--- src/rtl/clk_sel_ctrl_if.sv ---
// Request handshake between a frequency-change requester and clk_sel_ctrl.
// The master drives valid and sel. The slave returns ready.
interface clk_sel_ctrl_if;
  logic       req_valid;
  logic [1:0] req_sel;
  logic       req_ready;

  modport master (output req_valid, output req_sel, input req_ready);
  modport slave  (input req_valid, input req_sel, output req_ready);
endinterface

--- src/rtl/clk_sel_ctrl.sv ---
// Request sequencer feeding the glitch-free 800/500/1000 MHz clock switch.
// It holds clk_sel for a settle window after each change, and DC scan forces the OCC (1000 MHz) selection.
module clk_sel_ctrl #(
  parameter int unsigned SETTLE_CYCLES = 16,
  parameter logic [1:0]  RESET_SEL     = 2'b00
) (
  input  logic                 clk_800,
  input  logic                 rst_clk_n,
  clk_sel_ctrl_if.slave        req,
  input  logic                 dc_scan_mode,
  output logic [1:0]           clk_sel,
  output logic                 busy,
  output logic                 done,
  output logic [15:0]          sw_count
);

  // state  | meaning
  // IDLE   | clk_sel stable, ready for a request
  // SETTLE | clk_sel changed, waiting for the switch synchronisers to hand over
  // DONE   | single-cycle completion pulse
  typedef enum logic [1:0] {
    ST_IDLE   = 2'd0,
    ST_SETTLE = 2'd1,
    ST_DONE   = 2'd2
  } state_e;

  localparam int unsigned CW = $clog2(SETTLE_CYCLES + 1);
  localparam logic [CW-1:0] SETTLE_LOAD = CW'(SETTLE_CYCLES - 1);

  generate
    if (SETTLE_CYCLES < 8 || SETTLE_CYCLES > 255) begin : g_bad_settle
      $error("clk_sel_ctrl: SETTLE_CYCLES must be within 8..255");
    end
    if (RESET_SEL == 2'b11) begin : g_bad_reset_sel
      $error("clk_sel_ctrl: RESET_SEL 2'b11 is not a legal selection");
    end
  endgenerate

  state_e        state_q;
  logic [1:0]    clk_sel_q;
  logic [CW-1:0] cnt_q;
  logic          busy_q;
  logic          done_q;
  logic [15:0]   sw_count_q;

  logic [1:0]    sel_d;
  logic          accept_d;

  // 2'b11 is an alias for the 1000 MHz selection
  assign sel_d         = (req.req_sel == 2'b11) ? 2'b10 : req.req_sel;
  assign req.req_ready = (state_q == ST_IDLE) & ~dc_scan_mode;
  assign accept_d      = req.req_valid & req.req_ready;

  always_ff @(posedge clk_800 or negedge rst_clk_n) begin
    if (!rst_clk_n) begin
      state_q    <= ST_IDLE;
      clk_sel_q  <= RESET_SEL;
      cnt_q      <= '0;
      busy_q     <= 1'b0;
      done_q     <= 1'b0;
      sw_count_q <= '0;
    end else begin
      done_q <= 1'b0;
      if (dc_scan_mode) begin
        // An in-flight switch is abandoned without a done pulse or count.
        state_q   <= ST_IDLE;
        clk_sel_q <= 2'b10;
        cnt_q     <= '0;
        busy_q    <= 1'b0;
      end else begin
        case (state_q)
          ST_IDLE: begin
            if (accept_d) begin
              busy_q <= 1'b1;
              if (sel_d == clk_sel_q) begin
                state_q <= ST_DONE;
                done_q  <= 1'b1;
              end else begin
                clk_sel_q <= sel_d;
                cnt_q     <= SETTLE_LOAD;
                state_q   <= ST_SETTLE;
              end
            end
          end
          ST_SETTLE: begin
            if (cnt_q == '0) begin
              state_q    <= ST_DONE;
              done_q     <= 1'b1;
              sw_count_q <= sw_count_q + 16'd1;
            end else begin
              cnt_q <= cnt_q - CW'(1);
            end
          end
          ST_DONE: begin
            state_q <= ST_IDLE;
            busy_q  <= 1'b0;
          end
          default: begin
            state_q <= ST_IDLE;
            busy_q  <= 1'b0;
          end
        endcase
      end
    end
  end

  assign clk_sel  = clk_sel_q;
  assign busy     = busy_q;
  assign done     = done_q;
  assign sw_count = sw_count_q;

endmodule
--- src/flat_wrapper.sv ---
// flat-port wrapper written by rule: the top's interface ports become plain ports
module clk_sel_ctrl_flat 
#(
  parameter int unsigned SETTLE_CYCLES = 16,
  parameter logic [1:0]  RESET_SEL     = 2'b00
)
  (clk_800, rst_clk_n, dc_scan_mode, clk_sel, busy, done, sw_count, req_req_valid, req_req_sel, req_req_ready);
  clk_sel_ctrl_if req_i ();
  input  logic clk_800;
  input  logic rst_clk_n;
  input  logic dc_scan_mode;
  output logic [1:0] clk_sel;
  output logic busy;
  output logic done;
  output logic [15:0] sw_count;
  input wire logic [$bits(req_i.req_valid)-1:0] req_req_valid;
  input wire logic [$bits(req_i.req_sel)-1:0] req_req_sel;
  output wire logic [$bits(req_i.req_ready)-1:0] req_req_ready;
  assign req_i.req_valid = req_req_valid;
  assign req_i.req_sel = req_req_sel;
  assign req_req_ready = req_i.req_ready;
  clk_sel_ctrl #(.SETTLE_CYCLES(SETTLE_CYCLES), .RESET_SEL(RESET_SEL)) u_core (.clk_800(clk_800), .rst_clk_n(rst_clk_n), .req(req_i), .dc_scan_mode(dc_scan_mode), .clk_sel(clk_sel), .busy(busy), .done(done), .sw_count(sw_count));
endmodule
--- config.mk ---
export PLATFORM = sky130hd
export DESIGN_NAME = clk_sel_ctrl_flat
export DESIGN_NICKNAME = d
export VERILOG_FILES = /design/src/rtl/clk_sel_ctrl_if.sv /design/src/rtl/clk_sel_ctrl.sv /design/src/flat_wrapper.sv
export SDC_FILE = /design/constraint.sdc
export NUM_CORES = 1
export LEC_CHECK = 0
export ABC_AREA = 1
export CORE_MARGIN = 2
export CORE_UTILIZATION = 49
export CTS_BUF_LIST = sky130_fd_sc_hd__clkbuf_8
export CTS_CLUSTER_DIAMETER = 120
export DETAILED_ROUTE_END_ITERATION = 12
export HOLD_SLACK_MARGIN = 0.1
export PLACE_DENSITY_LB_ADDON = 0.25
export SLEW_MARGIN = 20
export SYNTH_ARGS = -nofsm -noshare
export SYNTH_HDL_FRONTEND = slang
export SYNTH_SLANG_ARGS = --single-unit
--- constraint.sdc ---
create_clock -name clk_800 -period 1.2 [get_ports clk_800]
set_input_delay 0.12 -clock clk_800 [delete_from_list [all_inputs] [get_ports clk_800]]
set_output_delay 0.12 -clock clk_800 [all_outputs]
set_load 0.1 [all_outputs]
==> results_dict.tcl <==
set metrics [dict create \
    place_area_um2 2510 \
    drt_iter0_markers 254 \
    startpoint_type "flip-flop" \
    fmax_mhz 582 \
    first_global_vias 1728 \
    period_needed_ns 1.72 \
    wl_um 6930 \
    via_count 2077 \
    finalNetCount 302 \
    finish.utilization_pct 95.2 \
    rows 20 \
    num_antenna_cells 0 \
    grt_use_total_pct 28.7 \
    place_inst 311 \
    layout-drive-gt1-share_pct 52.6 \
    design_area_um2 2880 \
    firstDrtPassIters 5 \
    grt_overflow_total 0 \
    report.final.slew_viol_count 0 \
    crit_arrival_ns 1.91 \
    die-area_um2 3630 \
    cts.sinks 27 \
    fin_cells 337 \
    period_share_pct 143 \
    fin_ws_ns -0.519 \
    grt_max_degree 28 \
    hold_viol 0 \
    avgViaCountPerCell 6.16 \
    antenna_found_initial 0 \
    fillCellCount 78 \
    worst-path-max-fanout 9 \
    clockBufferDepth 2 \
    ant_nets 0 \
    ys_top_cells_by_area "dfrtp_1, nand2_1, nor2_1" \
    slew_headroom_pct 83.7 \
    globalplace.congestion 0.791 \
    hp-class "input pin to asynchronous set/reset pin" \
    syn_area_um2 1550 \
    yosysSeqAreaShare_pct 43.5 \
    io_pins 27 \
    cts.clk_slew.worst_paths_ns 0.10 \
    yosysWarnings 0 \
    hold_ws_ns 0.184 \
    clock-skew-final_ns 0.00240 \
    ff2ff_path_depth 8 \
    io_buffers 26 \
    ys_ff_latch 27 \
    place_ws_ns -0.235 \
    peakVddDrop_uv 1320 \
    rsz0062_at_grt "true" \
    cts_buffers 3 \
    syn2layout_area_growth_pct 85.7 \
    max_slew.worst_pin.slew_ns 0.245 \
    start_util_pct 51.3 \
    die_height_um 60.3 \
    max_cap_violations 0 \
    core_area_um2 3030 \
    critPathKind "flip-flop to flip-flop" \
    yosys.area.top_type "dfrtp_1" \
    clkLatencyLatePin_ns 0.28 \
    violations "setup timing" \
    syn_inst 215 \
    setup_viol 31 \
    netlist.area_leader.share_pct 43.5 \
    root_buffer "clkbuf_8" \
    critPathRequiredTime_ns 1.39 \
    cts_tree "yes" \
    grt_pass1_wl_um 7620 \
    drt-wirelength-per-cell_um 20.6 \
    syn-num-nets 223 \
    status "finished, violations left" \
    cp-end-kind "flip-flop" \
    powerDensity_nw_per_um2 1540 \
    drc 0 \
    synth.distinct_cells 25 \
    hpwl_um 3110 \
    leakagePower_nw 1.35 \
    die_w_um 60.3 \
    htree_levels 1 \
    syn_area_per_cell_um2 7.22 \
]
[routing by layer]
| metal | share of wire (%) | global-route usage (%) |
|---|---|---|
| met5 | 0 | 0 |
| met4 | 7.9 | 14.0 |
| met1 | 34 | 32.4 |
| met3 | 8.3 | 4.55 |
| met2 | 50 | 51.9 |
[per-stage QoR]
stage | TNS, ns | power, mW
finish | -9.95 | 4.45
global route | -10.80 | 4.57
CTS | -4.79 | 4.01
detailed placement | -4.77 | 3.34
global placement | -3.48 | 3.26
floorplan | -4.00 | 2.46
[cells by family after synthesis]
logic type,Yosys count,share of synthesized area [%]
fa+ha+maj,2,1.61
xor+xnor,8,4.51
buf+inv,29,7.74
simple gates,134,37.2
compound gates,15,5.40
flops,27,43.5
[where the power goes]
group | internal (mW) | switching, mW | total, mW
clock | 0.231 | 0.325 | 0.557
combinational | 1.10 | 1.50 | 2.60
sequential | 1.09 | 0.205 | 1.30
total | 2.42 | 2.03 | 4.45
[synthesized netlist by cell type (all sizes together)]
cell type	number
a21oi	4
a31o	1
a31oi	1
buf	2
dfrtp	27
ha	2
inv	27
nand2	83
nand3	10
nand3b	5
nand4	5
nor2	30
nor3	1
o211ai	1
o21ai	7
o22ai	1
xnor2	6
xor2	2
[cell usage in the layout, fill, tap and decap left out, types with 3 or more instances in the layout]
cell type,count
o21ai_1,3
clkdlybuf4s50_1,5
buf_6,9
nand4_1,5
inv_1,19
dfrtp_1,6
nand3_2,4
dfrtp_2,4
buf_12,23
nor2_4,8
nand2_2,13
nor2_2,5
dfrtp_4,17
nor2_1,17
nand2_1,65
nand3_1,5
nand2_4,5
xnor2_2,3
nand3b_1,5
inv_2,7
clkbuf_8,3
buf_4,37
[sequential cells by signal, indices dropped and copies added, names as in the netlist]
signal,cells
u_core.sw_count,16
u_core.state_q,2
u_core.cnt_q,5
u_core.done,1
u_core.busy,1
u_core.clk_sel,2
[repair_timing]
action	4_1_cts	5_1_grt
cloned	0	0
hold buffers	0	0
setup buffers	10	13
pin swaps	4	7
gates resized for setup	14	36
setup endpoints to repair	32	32
[path summary, 6_finish.rpt]
path / end / slack (ns) / startpoint
worst min register to register: u_core.cnt_q[0] / 0.58 / u_core.cnt_q[0]
worst max-delay path: u_core.sw_count[2] / -0.52 / u_core.cnt_q[0]
worst max register to register: u_core.sw_count[2] / -0.52 / u_core.cnt_q[0]
max in group asynchronous: u_core.sw_count[1] / 0.84 / rst_clk_n
min in group clk_800: u_core.clk_sel[0] / 0.52 / req_req_valid
worst min-delay path: u_core.sw_count[3] / 0.18 / rst_clk_n
[final cells by class]
cell class	instances	area (um^2)	share of cell area [%]
Multi-Input combinational cell	159	1010	35.1
Timing Repair Buffer	76	920	31.9
Sequential cell	27	744	25.8
Inverter	27	108	3.73
Tap cell	44	55.1	1.91
Clock buffer	3	41.3	1.43
Clock inverter	1	3.75	0.130
[worst max-delay path, stage by stage (launching register included)]
cell,delay (ns)
dfrtp_1,0.42
inv_2,0.11
ha_4,0.15
nand3b_1,0.17
nor2_4,0.21
buf_12,0.15
buf_8,0.13
nand2_2,0.07
xnor2_1,0.21
Power figures use the tool's default switching activity.
